## src/rtl/t03_request_arbiter.sv

```systemverilog
// rtl/t03_request_arbiter.sv - N-channel request arbiter onto a single Wishbone-manager command port
//
// Purpose: picks one of N_CH requesters (round-robin or fixed priority),
// latches its command, drives it to the manager, and reports completion
// (req_hit) or a bus-start timeout (req_err) back to that requester.
//
// Ports:
//   clk, nrst            clock, asynchronous active-low reset
//   en                   global enable, gates new grants only
//   req_valid/req_write  per-channel request and direction (1 = write)
//   req_addr/req_wdata   packed per-channel address / write data
//   req_sel              packed per-channel byte selects
//   req_hit/req_err      one-cycle completion / timeout pulse to the winner
//   rdata                last captured read data
//   busy_o, cpu_dat_o    manager busy and read data
//   read_i, write_i      strobes to manager
//   adr_i, cpu_dat_i     address and write data to manager
//   sel_i                byte select to manager
module t03_request_arbiter #(
    parameter int N_CH    = 2,
    parameter int ADDR_W  = 32,
    parameter int DATA_W  = 32,
    parameter int RR_EN   = 1,
    parameter int TIMEOUT = 15
) (
    input  logic                       clk,
    input  logic                       nrst,
    input  logic                       en,
    input  logic [N_CH-1:0]            req_valid,
    input  logic [N_CH-1:0]            req_write,
    input  logic [N_CH*ADDR_W-1:0]     req_addr,
    input  logic [N_CH*DATA_W-1:0]     req_wdata,
    input  logic [N_CH*(DATA_W/8)-1:0] req_sel,
    output logic [N_CH-1:0]            req_hit,
    output logic [N_CH-1:0]            req_err,
    output logic [DATA_W-1:0]          rdata,
    input  logic                       busy_o,
    input  logic [DATA_W-1:0]          cpu_dat_o,
    output logic                       read_i,
    output logic                       write_i,
    output logic [ADDR_W-1:0]          adr_i,
    output logic [DATA_W-1:0]          cpu_dat_i,
    output logic [DATA_W/8-1:0]        sel_i
);

    localparam int SEL_W = DATA_W / 8;
    localparam int IDX_W = (N_CH > 1) ? $clog2(N_CH) : 1;
    localparam int CNT_W = $clog2(TIMEOUT + 1);

    localparam logic [2:0] S_IDLE  = 3'd0;
    localparam logic [2:0] S_ISSUE = 3'd1;
    localparam logic [2:0] S_WAIT  = 3'd2;
    localparam logic [2:0] S_DONE  = 3'd3;
    localparam logic [2:0] S_ERR   = 3'd4;

    logic [2:0]        state;
    logic [IDX_W-1:0]  ptr;
    logic [IDX_W-1:0]  win;
    logic [CNT_W-1:0]  cnt;
    logic [ADDR_W-1:0] lat_addr;
    logic [DATA_W-1:0] lat_wdata;
    logic [SEL_W-1:0]  lat_sel;
    logic              lat_write;

    logic              win_found;
    logic [IDX_W-1:0]  win_idx;

    // Winner selection. Round-robin scans the channels strictly after the
    // last winner, wrapping, so the previous winner is considered last.
    always_comb begin
        win_found = 1'b0;
        win_idx   = '0;
        if (RR_EN != 0) begin
            for (int k = 1; k <= N_CH; k++) begin
                int c;
                c = int'(ptr) + k;
                if (c >= N_CH) c = c - N_CH;
                if (!win_found && req_valid[c]) begin
                    win_found = 1'b1;
                    win_idx   = IDX_W'(c);
                end
            end
        end else begin
            for (int i = N_CH - 1; i >= 0; i--) begin
                if (req_valid[i]) begin
                    win_found = 1'b1;
                    win_idx   = IDX_W'(i);
                end
            end
        end
    end

    always_ff @(posedge clk or negedge nrst) begin
        if (!nrst) begin
            state     <= S_IDLE;
            ptr       <= IDX_W'(N_CH - 1);
            win       <= '0;
            cnt       <= '0;
            lat_addr  <= '0;
            lat_wdata <= '0;
            lat_sel   <= '0;
            lat_write <= 1'b0;
            rdata     <= '0;
        end else begin
            case (state)
                S_IDLE: begin
                    cnt <= '0;
                    if (en && win_found) begin
                        win       <= win_idx;
                        lat_addr  <= req_addr[int'(win_idx)*ADDR_W +: ADDR_W];
                        lat_wdata <= req_wdata[int'(win_idx)*DATA_W +: DATA_W];
                        lat_sel   <= req_sel[int'(win_idx)*SEL_W +: SEL_W];
                        lat_write <= req_write[win_idx];
                        state     <= S_ISSUE;
                    end
                end
                S_ISSUE: begin
                    // cnt counts completed ISSUE cycles, so the strobe is
                    // held for exactly TIMEOUT cycles before aborting.
                    if (busy_o) begin
                        cnt   <= '0;
                        state <= S_WAIT;
                    end else if (cnt == CNT_W'(TIMEOUT - 1)) begin
                        cnt   <= '0;
                        state <= S_ERR;
                    end else begin
                        cnt <= cnt + CNT_W'(1);
                    end
                end
                S_WAIT: begin
                    if (!busy_o) begin
                        if (!lat_write) rdata <= cpu_dat_o;
                        state <= S_DONE;
                    end
                end
                S_DONE: begin
                    ptr   <= win;
                    state <= S_IDLE;
                end
                S_ERR: begin
                    ptr   <= win;
                    state <= S_IDLE;
                end
                default: state <= S_IDLE;
            endcase
        end
    end

    assign read_i    = (state == S_ISSUE) && !lat_write;
    assign write_i   = (state == S_ISSUE) && lat_write;
    assign adr_i     = lat_addr;
    assign cpu_dat_i = lat_wdata;
    assign sel_i     = lat_sel;

    // A requester that dropped req_valid mid-transaction gets no hit.
    always_comb begin
        req_hit = '0;
        req_err = '0;
        if (state == S_DONE && req_valid[win]) req_hit[win] = 1'b1;
        if (state == S_ERR) req_err[win] = 1'b1;
    end

endmodule

```

## config.mk

```make
export PLATFORM = sky130hd
export DESIGN_NAME = t03_request_arbiter
export DESIGN_NICKNAME = d
export VERILOG_FILES = /design/src/rtl/t03_request_arbiter.sv
export SDC_FILE = /design/constraint.sdc
export NUM_CORES = 1
export LEC_CHECK = 0
export CAP_MARGIN = 0
export CORE_UTILIZATION = 36
export CTS_BUF_LIST = sky130_fd_sc_hd__clkbuf_4
export DETAILED_ROUTE_END_ITERATION = 16
export GPL_TIMING_DRIVEN = 0
export HOLD_SLACK_MARGIN = 0.12
export PLACE_DENSITY = 0.74
export SLEW_MARGIN = 25
export SYNTH_ARGS = -nofsm -noshare
export SYNTH_HDL_FRONTEND = slang
export SYNTH_SLANG_ARGS = --single-unit
export TNS_END_PERCENT = 50
```

## constraint.sdc

```tcl
create_clock -name clk -period 3 [get_ports clk]
set_input_delay 0.9 -clock clk [delete_from_list [all_inputs] [get_ports clk]]
set_output_delay 0.9 -clock clk [all_outputs]
set_load 0.005 [all_outputs]
```

# ---- Word-level counts from Yosys, hierarchy flattened
# Index checks and enable logic that the tools add are counted.
# Widths: inputs -> output; s select.
dict set report op_classes {
  mux 28
  n_lt_le_gt_ge 7
  addsub 5
  reduce_logical 14
  shifts 3
  bitwise_logic 2
  eq_ne 8
}
# cell count
set op_table {}
lappend op_table {{$shiftx 64x7->32} 2}
lappend op_table {{$lt 32x3->1 const B} 2}
lappend op_table {{$mux 32} 2}
lappend op_table {{$mux 1} 15}
lappend op_table {{$mux 3} 4}
lappend op_table {{$pmux 3 s3} 1}
lappend op_table {{$mux 4} 2}
lappend op_table {{$pmux 4 s2} 1}
lappend op_table {{$shiftx 8x4->4} 1}
lappend op_table {{$eq 3x2->1 const B} 2}
lappend op_table {{$logic_and 1x1->1} 6}
lappend op_table {{$reduce_and 3->1} 2}
lappend op_table {{$add 4x1->4 const B} 1}
lappend op_table {{$eq 4x4->1 const B} 1}
lappend op_table {{$lt 1x2->1 const B} 2}
lappend op_table {{$mux 2} 2}
lappend op_table {{$ne 2x2->1 const B} 2}
lappend op_table {{$sub 3x2->4 const B} 1}
lappend op_table {{$add 1x2->3 const B} 1}
lappend op_table {{$eq 3x1->1 const B} 1}
lappend op_table {{$eq 3x3->1 const B} 1}
lappend op_table {{$ge 3x2->1 const B} 1}
lappend op_table {{$logic_not 3->1} 1}
lappend op_table {{$ne 3x3->1 const B} 1}
lappend op_table {{10 further kinds} 12}
dict set report totals {
  reg_bits 110
  output_inout_bits 106
  wordCells 76
  in_bits 176
}

# ---- Depth between registers and ports, before layout
# Gate-level depths: netlist of the first run.
dict set report depth {
  word_depth 13
  depth_mapped 5
  depth_no_buf 5
}

# ---- Least setup slack after synthesis of the first run
# No wires, ideal clock.
dict set report synth_timing {
  path_kind {input-to-reg}
  startpoint {input port busy_o}
  endpoint {register rdata[0]}
  path_buffers 1
  t_required_ns 2.875
  cell_stages 4
  slack_ns 0.828
  arrival_time_ns 2.047
  setup_time_ns 0.125
  path_cell_list {or2_2 > nor3_2 > buf_2 > mux2_2}
}
dict set report synth_via {
  elab_chain_cells 2
}
# item line
set synth_lines {}
lappend synth_lines {{start, declared} 37} ;# input logic busy_o,
lappend synth_lines {{$not 1->1 (no line)} n/a}
lappend synth_lines {{$reduce_and 3->1 (no line)} n/a}
lappend synth_lines {{end signal, assigned} 132} ;# if (!lat_write) rdata <= cpu_dat_o;
lappend synth_lines {{end, declared} 36} ;# output logic [DATA_W-1:0] rdata,
# No other way between the ends.
# A chain may end at the register's enable or synchronous reset.

# ---- Worst setup path in the final report of the first run
dict set report layout_timing {
  startpoint {input port req_valid[0]}
  endpoint {output port req_hit[0]}
}
dict set report layout_via {
  elab_chain_cells 4
}
# item line
set layout_lines {}
lappend layout_lines {{start, declared} 29} ;# input logic [N_CH-1:0] req_valid,
lappend layout_lines {{$mux 1 (not written as such) (2 in a row)} 159} ;# if (state == S_DONE && req_valid[win]) req_hit[win] = 1'b1;
lappend layout_lines {{$logic_and 1x1->1} 159}
lappend layout_lines {{$mux 2} 159}
lappend layout_lines {{end, declared} 34} ;# output logic [N_CH-1:0] req_hit,
# No other way between the ends. The select of a mux whose other input is x is not followed.

==> results of run 1 <==
[power groups by stage]
stage / registers [W] / clock network [W] / logic, W
CTS: 0.00262 / 0.000752 / 0.00326
finish: 0.00261 / 0.000709 / 0.00320
global placement: 0.00261 / 0 / 0.00321
floorplan: 0.00266 / 0 / 0.00122
global route: 0.00271 / 0.000800 / 0.00344
detailed placement: 0.00265 / 0 / 0.00326
[flip-flops by register name, indices dropped and copies added (netlist names)]
| signal | flops |
|---|---|
| lat_write | 1 |
| win | 1 |
| cnt | 4 |
| state | 3 |
| sel_i | 4 |
| rdata | 32 |
| adr_i | 32 |
| cpu_dat_i | 32 |
| ptr | 1 |
[worst reg2reg max path, stage by stage (launching register included)]
cell	delay [ns]
dfstp_2	0.40
a21boi_1	0.56
buf_2	0.40
mux2_2	0.38
mux2_2	0.27
[metrics by stage]
step | hold slack [ns] | power [W] | util [%]
2_1_floorplan | 0.483 | 0.00388 | -
3_3_place_gp | 0.468 | 0.00581 | 58.9
3_5_place_dp | 0.478 | 0.00591 | 59.1
4_1_cts | 0.338 | 0.00664 | 59.9
5_1_grt | 0.360 | 0.00695 | 59.9
6_report | 0.354 | 0.00652 | 59.9
[cell usage in the layout, fill, tap and decap left out, types with 2 or more instances in the layout]
cell             instances
ha_1                     2
clkdlybuf4s50_1        276
mux2_1                   2
nor3b_1                  2
clkinv_1                 2
dlygate4sd2_1            4
dfrtp_1                109
o21ai_0                  4
nor2_1                   6
or2_2                    2
mux2_2                 170
nand3_1                  2
clkbuf_4                11
nand2_1                  6
inv_1                    3
buf_2                   18
buf_6                    2
[synth_stat cells (all sizes together), types with 2 or more instances]
master,number,area [sq um]
nand2,6,22.5
inv,3,11.3
o21ai,4,20.0
or2,2,12.5
ha,2,25.0
buf,19,101
nor2,6,22.5
a21boi,2,15.0
nand3,2,10.0
mux2,172,1940
dfrtp,109,2730
nor3b,2,15.0
[logic make-up (layout without fill, tap and decap cells)]
logic type               Yosys count  count (layout)  share of synthesized area [%]
AND/OR/NAND/NOR                   31              31                           3.85
adder cells (fa/ha/maj)            2               2                          0.490
buffers and inverters             23             318                           2.28
multiplexers                     172             172                           38.0
flip-flops                       110             110                           54.0
AO/OA/AOI/OAI                     11              11                           1.45
[worst paths after layout]
path | slack [ns] | to | startpoint | cells past startpoint
min reg2reg | 0.51 | rdata[26] | rdata[26] | 1
min | 0.35 | rdata[0] | nrst | 1
min in group clk | 0.51 | rdata[26] | rdata[26] | 1
max reg2reg | 0.90 | adr_i[29] | ptr | 4
max | 0.21 | req_hit[0] | req_valid[0] | 3
max in group asynchronous | 1.94 | ptr | nrst | 2
[layer usage]
| metal | vias to the layer above | track usage [%] | share of wire, % |
|---|---|---|---|
| met1 | 1875 | 21.4 | 38 |
| li1 | 1842 | - | - |
| met5 | - | 0 | 0 |
| met3 | 16 | 7.14 | 11 |
| met4 | 0 | 7.87 | 2.0 |
| met2 | 194 | 31.8 | 49 |
[layout make-up]
cell class,instances,share of cell area (%)
clock inverters,3,0.453
plain buffers,19,1.22
clock buffers,11,0.997
multi-input cells,216,27.0
inverters,3,0.136
well taps,180,2.72
repair buffers,282,34.2
flip-flops and latches,110,33.2
==> impl_metrics.env, run 1 <==
export IMPL_fp_dieH_microns=121
export IMPL_core_region_area_sq_mm=0.0138
export IMPL_cts_tree="built"
export IMPL_status="finished clean"
export IMPL_syn2layout_area_growth_pct=62.3
export IMPL_share_comb_of_total_power_pct=49.2
export IMPL_post_cts_buffers=0
export IMPL_row_count=43
export IMPL_final_cells=824
export IMPL_antenna_found_initial=0
export IMPL_yosysWarnings=0
export IMPL_ff_latch_area_sq_mm=0.00275
export IMPL_fillers=1121
export IMPL_die_area_sq_mm=0.0147
export IMPL_synthDistinctLibCells=35
export IMPL_max_freq_ghz=0.359
export IMPL_chipWidth_microns=121
export IMPL_hpwl_microns=10700
export IMPL_syn_avg_cell_area_sq_um=14.6
export IMPL_cts_sinks=110
export IMPL_vdd_drop_max_mv=0.451
export IMPL_max_stage_delay_ns=0.51
export IMPL_layout_setup_ws_ns=0.214
export IMPL_cts_max_level=3
export IMPL_drc=0
export IMPL_place_congestion=0.734
export IMPL_cts_hold_buf=0
export IMPL_drt_pass1_iter_count=4
export IMPL_grt_pass1_vias=4139
export IMPL_rsz0062_at_grt="false"
export IMPL_setup_viol=0
export IMPL_grt_max_degree=59
export IMPL_final_hold_viol_count=0
export IMPL_wl_microns=13600
export IMPL_cap_violations=0
export IMPL_io_pin_count=282
export IMPL_synth_area_sq_mm=0.00510
export IMPL_cts_buffers=9
export IMPL_cpMaxStageDelayCell="clkdlybuf4s50_1"
export IMPL_slew_viol_final=0
export IMPL_setup_tns_ns=0
export IMPL_grt_use_total_pct=18.9
export IMPL_cts_root_buf="clkbuf_4"
export IMPL_portBuffers=281
export IMPL_final_min_clock_period_ns=2.79
export IMPL_crit_required_ns=2.10
export IMPL_crit_buf_inv=2
export IMPL_synthFlopType="dfrtp_1"
export IMPL_multi_input_area_sq_mm=0.00223
export IMPL_diodes=0
export IMPL_cts_buffer_depth=2
export IMPL_ant_nets=0
export IMPL_worstMarginPinSlew_ns=0.695
export IMPL_post_place_ws_ns=-0.255
export IMPL_relSlewSlack_pct=53.6
export IMPL_clkLatencyLatePin_ns=0.47
export IMPL_critPathLaunchType="input pin"
export IMPL_grt_overflow=0
export IMPL_fin_crit_sh_pct=92.9
export IMPL_worstPathMaxFanout=3
export IMPL_path_cells="clkdlybuf4s50_1, and4b_2, dlygate4sd2_1"
export IMPL_layout_nets=819
export IMPL_postLayoutCellArea_sq_mm=0.00828
export IMPL_leakagePower_nw=3.37
export IMPL_grt_pass1_wl_microns=21000
export IMPL_pwr_share_seq_pct=40.0
export IMPL_worstSetupPathType="in2out"
export IMPL_clk_pin_slew_ns=0.14
export IMPL_initial_core_util_pct=36.9
export IMPL_powerDensity_mw_per_mm2=787
export IMPL_min_path_type="in2async"
export IMPL_cp_arrival_ns=1.89
export IMPL_p_sw_w=0.00182
export IMPL_syn_nets=527
export IMPL_drt_wirelength_per_cell_microns=16.6
export IMPL_place_area_sq_mm=0.00817
export IMPL_layout_drive_gt1_share_pct=32.9
export IMPL_p_int_w=0.00470
export IMPL_synth_edf_count=0
export IMPL_crit_family="buffers and inverters"
export IMPL_via_count=3927
export IMPL_viasPerCell=4.77
export IMPL_drt_initial_drc_count=85
export IMPL_worst_setup_path_end_kind="primary output"
export IMPL_netlist_instances=349
export IMPL_ctsResizeCount=5
export IMPL_p_sw_share_pct=27.9
export IMPL_async_flop_share_pct=100
export IMPL_p_clk_share_pct=10.9
export IMPL_skew_ns=0.0131
export IMPL_place_inst=811
export IMPL_ys_ff_latch=110
export IMPL_ys_seq_area_share_pct=54.0
Power figures use the tool's default switching activity.
==> run 2, diff against run 1 <==
--- a/config.mk
+++ b/config.mk
@@ -6,6 +6,7 @@
 export NUM_CORES = 1
 export LEC_CHECK = 0
 export CAP_MARGIN = 0
+export CORE_MARGIN = 2
 export CORE_UTILIZATION = 36
 export CTS_BUF_LIST = sky130_fd_sc_hd__clkbuf_4
 export DETAILED_ROUTE_END_ITERATION = 16
==> run 2 against run 1 <==
Compared with the run above:
- clock-buffer cell count is 2 lower
- sequential cell count stayed put
- largest cell class unchanged
- largest power group unchanged
- critical path depth is 1 higher
- wire length is 2.4% higher
- highest routed layer unchanged
- clock power is 23% higher
- sequential share of layout area is 0.23 points lower
- hold slack better by 0.033 ns
- non-clock buffer count is 1 higher
- register-to-register slack worse by 0.15 ns
- power is 2.7% higher
- critical path type is now reg2out
==> impl_metrics.env, run 2 (same netlist as run 1, synthesis figures left out) <==
export IMPL_skew_ns=0.0145
export IMPL_min_path_type="in2async"
export IMPL_pwr_share_seq_pct=38.9
export IMPL_cts_max_level=3
export IMPL_grt_use_total_pct=17.9
export IMPL_p_int_w=0.00480
export IMPL_cts_buffers=9
export IMPL_die_area_sq_mm=0.0151
export IMPL_vdd_drop_max_mv=0.453
export IMPL_chipWidth_microns=123
export IMPL_slew_viol_final=0
export IMPL_fp_dieH_microns=123
export IMPL_via_count=3893
export IMPL_crit_required_ns=2.10
export IMPL_cts_buffer_depth=2
export IMPL_core_region_area_sq_mm=0.0139
export IMPL_layout_drive_gt1_share_pct=33.7
export IMPL_relSlewSlack_pct=41.6
export IMPL_finish_utilization_pct=60.1
export IMPL_total_power_w=0.00670
export IMPL_layout_common_cells="277 x clkdlybuf4s50_1, 170 x mux2_2, 109 x dfrtp_1"
export IMPL_cts_tree="built"
export IMPL_layout_nets=820
export IMPL_worstMarginPinSlew_ns=0.875
export IMPL_status="finished clean"
export IMPL_place_congestion=0.750
export IMPL_drt_initial_drc_count=79
export IMPL_cp_arrival_ns=1.95
export IMPL_io_pin_count=282
export IMPL_grt_max_degree=71
export IMPL_clk_pin_slew_ns=0.17
export IMPL_ant_nets=0
export IMPL_cts_root_buf="clkbuf_4"
export IMPL_drc=0
export IMPL_cap_violations=0
export IMPL_grt_pass1_wl_microns=20500
export IMPL_grt_pass1_vias=4038
export IMPL_drt_wirelength_per_cell_microns=16.9
export IMPL_diodes=0
export IMPL_clkLatencyLatePin_ns=0.48
export IMPL_wl_microns=14000
export IMPL_powerDensity_mw_per_mm2=803
export IMPL_row_count=43
export IMPL_fin_crit_sh_pct=95.1
export IMPL_setup_viol=0
export IMPL_worst_setup_path_end_kind="primary output"
export IMPL_critPathLaunchType="flop"
export IMPL_grt_overflow=0
export IMPL_share_comb_of_total_power_pct=48.1
export IMPL_drt_pass1_iter_count=4
export IMPL_fillers=1145
export IMPL_p_clk_share_pct=13.0
export IMPL_cts_sinks=110
export IMPL_final_hold_viol_count=0
export IMPL_max_freq_ghz=0.351
export IMPL_rsz0062_at_grt="false"
export IMPL_antenna_found_initial=0
export IMPL_portBuffers=281
export IMPL_viasPerCell=4.71
export IMPL_cts_hold_buf=0
export IMPL_worstSetupPathType="reg2out"
export IMPL_final_min_clock_period_ns=2.85
export IMPL_syn2layout_area_growth_pct=63.5
export IMPL_hpwl_microns=11100
export IMPL_p_sw_share_pct=28.3
export IMPL_layout_commonest_cell="clkdlybuf4s50_1"
export IMPL_initial_core_util_pct=36.8
export IMPL_worstPathMaxFanout=10
export IMPL_p_sw_w=0.00190
export IMPL_leakagePower_nw=3.41
## run 2: cell count changes in the layout (fill, tap and decap cells not counted), sizes merged
| cell | change |
|---|---|
| dlygate4sd2 | -2 |
| bufinv | +1 |
| clkbuf | -1 |
| inv | +4 |
| dlymetal6s2s | +1 |
| clkinv | -1 |
| clkdlybuf4s50 | +1 |
## run 2: critical path, cell delays in order (launching register included)
cell             delay [ns]
dfrtp_1                0.43
buf_6                  0.14
and2b_1                0.23
and3b_1                0.16
clkdlybuf4s50_1        0.52
## run 2: cell type report
class,instances,area (sq um),share of cell area [%]
tap,180,225,2.70
timing repair buffer,282,2830,34.0
sequential,110,2750,33.0
clock inverter,7,103,1.23
buffer,20,106,1.28
clock buffer,9,67.6,0.810
multi-input combinational,216,2240,26.9
inverter,3,11.3,0.135
## run 2: worst paths after layout
kind / startpoint / to / slack (ns) / cells past startpoint
max: state[1] / write_i / 0.15 / 4
max in group asynchronous: nrst / ptr / 1.89 / 2
min in group clk: rdata[26] / rdata[26] / 0.51 / 1
min reg2reg: rdata[26] / rdata[26] / 0.51 / 1
min: nrst / cpu_dat_i[9] / 0.39 / 1
max reg2reg: ptr / adr_i[23] / 0.75 / 4
## run 2: metal layers
layer | up-vias | share of wire, % | track usage [%]
met5 | - | 0 | 0
met4 | 0 | 1.6 | 6.61
met3 | 16 | 11 | 6.69
met2 | 174 | 51 | 32.5
met1 | 1857 | 36 | 18.8
li1 | 1846 | - | -
## run 2: power groups by stage
stage          combinational [W]  clock (W)  sequential [W]
2_1_floorplan            0.00122          0         0.00266
6_report                 0.00322   0.000873         0.00260
5_1_grt                  0.00346   0.000962         0.00270
3_5_place_dp             0.00327          0         0.00265
3_3_place_gp             0.00322          0         0.00261
4_1_cts                  0.00328   0.000909         0.00261
## run 2: per-stage QoR
stage	cell area [sq um]	hold WS [ns]	cells	setup WS [ns]	setup TNS (ns)
6_report	8340	0.388	827	0.147	0
4_1_cts	8330	0.384	827	0.0184	0
5_1_grt	8340	0.402	827	0.0249	0
3_5_place_dp	8160	0.474	811	-0.342	-20.77
2_1_floorplan	5100	0.483	349	0.828	0
3_3_place_gp	8140	0.477	810	-3.17	-367.23
## run 2: what timing repair did
action | 4_1_cts | 5_1_grt
setup buffers | 0 | 0
gates resized for setup | 4 | 2
endpoints found under the hold margin | 0 | 0
endpoints found under the setup margin | 2 | 1
==> run 3, diff against run 2 <==
--- a/config.mk
+++ b/config.mk
@@ -6,11 +6,9 @@
 export NUM_CORES = 1
 export LEC_CHECK = 0
 export CAP_MARGIN = 0
-export CORE_MARGIN = 2
 export CORE_UTILIZATION = 36
 export CTS_BUF_LIST = sky130_fd_sc_hd__clkbuf_4
 export DETAILED_ROUTE_END_ITERATION = 16
-export GPL_TIMING_DRIVEN = 0
 export HOLD_SLACK_MARGIN = 0.12
 export PLACE_DENSITY = 0.74
 export SLEW_MARGIN = 25
==> run 3 against run 2 <==
Compared with the run above:
- register-to-register slack better by 0.26 ns
- wire length down 4.1%
- die area down 3.2%
- largest power group unchanged
- largest cell class unchanged
==> impl_metrics.env, run 3 (same netlist as run 1, synthesis figures left out) <==
export IMPL_hold_ws_ns=0.376
export IMPL_worstPathMaxFanout=10
export IMPL_drt_wirelength_per_cell_microns=16.4
export IMPL_status="finished clean"
export IMPL_core_region_area_sq_mm=0.0138
export IMPL_cap_violations=0
export IMPL_rsz0062_at_grt="false"
export IMPL_initial_core_util_pct=36.9
export IMPL_worst_setup_path_end_kind="primary output"
export IMPL_pwr_share_seq_pct=40.2
export IMPL_worstSetupPathType="reg2out"
export IMPL_layout_commonest_cell="clkdlybuf4s50_1"
export IMPL_grt_max_degree=72
export IMPL_critPathLaunchType="flop"
export IMPL_fillers=1138
export IMPL_layout_nets=809
export IMPL_clkLatencyLatePin_ns=0.46
export IMPL_fin_crit_sh_pct=94.9
export IMPL_layout_drive_gt1_share_pct=31.9
export IMPL_syn2layout_area_growth_pct=63.1
export IMPL_leakagePower_nw=3.35
export IMPL_drt_pass1_iter_count=4
export IMPL_cts_buffers=9
export IMPL_cts_root_buf="clkbuf_4"
export IMPL_share_comb_of_total_power_pct=50.3
export IMPL_hpwl_microns=10300
export IMPL_wl_microns=13400
export IMPL_layout_common_cells="278 x clkdlybuf4s50_1, 170 x mux2_2, 109 x dfrtp_1"
export IMPL_setup_tns_ns=0
export IMPL_grt_use_total_pct=18.4
export IMPL_ant_nets=0
export IMPL_io_pin_count=282
export IMPL_cp_arrival_ns=1.95
export IMPL_antenna_found_initial=0
export IMPL_final_min_clock_period_ns=2.85
export IMPL_place_congestion=0.722
export IMPL_vdd_drop_max_mv=0.423
export IMPL_drc=0
export IMPL_cts_max_level=3
export IMPL_p_int_w=0.00464
export IMPL_via_count=3945
export IMPL_clk_pin_slew_ns=0.15
export IMPL_die_area_sq_mm=0.0147
export IMPL_drt_initial_drc_count=126
export IMPL_slew_viol_final=0
export IMPL_fp_dieH_microns=121
export IMPL_finish_utilization_pct=60.2
export IMPL_skew_ns=0.0133
export IMPL_powerDensity_mw_per_mm2=778
export IMPL_portBuffers=281
export IMPL_cts_tree="built"
export IMPL_viasPerCell=4.83
export IMPL_grt_pass1_vias=4141
export IMPL_worstMarginPinSlew_ns=0.524
export IMPL_setup_viol=0
export IMPL_grt_overflow=0
export IMPL_relSlewSlack_pct=65.1
export IMPL_final_hold_viol_count=0
export IMPL_post_cts_buffers=0
export IMPL_p_sw_share_pct=28.4
export IMPL_cts_buffer_depth=2
export IMPL_p_sw_w=0.00184
export IMPL_grt_pass1_wl_microns=20600
export IMPL_p_clk_share_pct=9.5
export IMPL_min_path_type="in2async"
export IMPL_row_count=43
export IMPL_max_freq_ghz=0.351
export IMPL_cts_sinks=110
export IMPL_crit_required_ns=2.10
export IMPL_chipWidth_microns=121
export IMPL_diodes=0
run 3: changes by cell type in the layout (fill, tap and decap cells not counted), sizes merged:
cell | previous run | this run
dlygate4sd2 | 2 | 0
bufinv | 2 | 0
buf | 21 | 11
inv | 7 | 3
clkbuf | 10 | 9
clkdlybuf4s50 | 277 | 278
clkinv | 1 | 6
clkinvlp | 0 | 1
dlymetal6s2s | 1 | 2
run 3: layout make-up:
| class | instances | area (sq um) | area share [%] |
|---|---|---|---|
| Sequential cell | 110 | 2750 | 33.1 |
| Clock inverter | 7 | 31.3 | 0.376 |
| Clock buffer | 9 | 67.6 | 0.812 |
| Tap cell | 180 | 225 | 2.71 |
| Inverter | 3 | 11.3 | 0.135 |
| Timing Repair Buffer | 291 | 2970 | 35.6 |
| Multi-Input combinational cell | 216 | 2270 | 27.2 |
run 3: layer usage:
metal	GRT usage (%)	wire, microns	vias to the layer above
li1	-	-	1824
met1	20.5	5150	1918
met2	31.5	6580	185
met3	6.67	1390	18
met4	7.87	284	0
met5	0	0	-
run 3: path summary, 6_finish.rpt:
kind	cells past startpoint	startpoint	end	slack, ns
worst min register to register	1	cpu_dat_i[1]	cpu_dat_i[1]	0.52
worst max register to register	5	state[1]	adr_i[12]	1.01
max in group asynchronous	2	nrst	ptr	1.81
worst min-delay path	1	nrst	rdata[0]	0.38
min in group clk	1	cpu_dat_i[1]	cpu_dat_i[1]	0.52
worst max-delay path	5	state[1]	req_err[0]	0.15
run 3: repair_timing:
action / in CTS / in global routing
gates resized for setup: 0 / 3
hold buffers: 0 / 0
endpoints found under the setup margin: 0 / 3
endpoints found under the hold margin: 0 / 0
run 3: per-stage QoR:
stage	setup WS (ns)	cell area [sq um]	cells	power, W
final	0.154	8320	816	0.00648
after floorplan	0.828	5100	349	0.00388
after global routing	0.0188	8320	816	0.00691
after detailed placement	0.0152	8220	800	0.00594
after global placement	0.0200	8220	800	0.00584
after CTS	0.00648	8310	816	0.00659
run 3: worst max-delay path, cell delays in order, from the launching register on:
cell	delay, ns
dfrtp_1	0.41
buf_4	0.17
nor2_2	0.15
nand2_1	0.08
nor2_1	0.11
clkdlybuf4s50_1	0.56
run 3: power groups by stage:
stage	Combinational [W]	Sequential, W	Clock, W
finish	0.00326	0.00260	0.000615
global route	0.00349	0.00271	0.000716
floorplan	0.00122	0.00266	0
global placement	0.00324	0.00260	0
CTS	0.00331	0.00261	0.000665
detailed placement	0.00329	0.00264	0
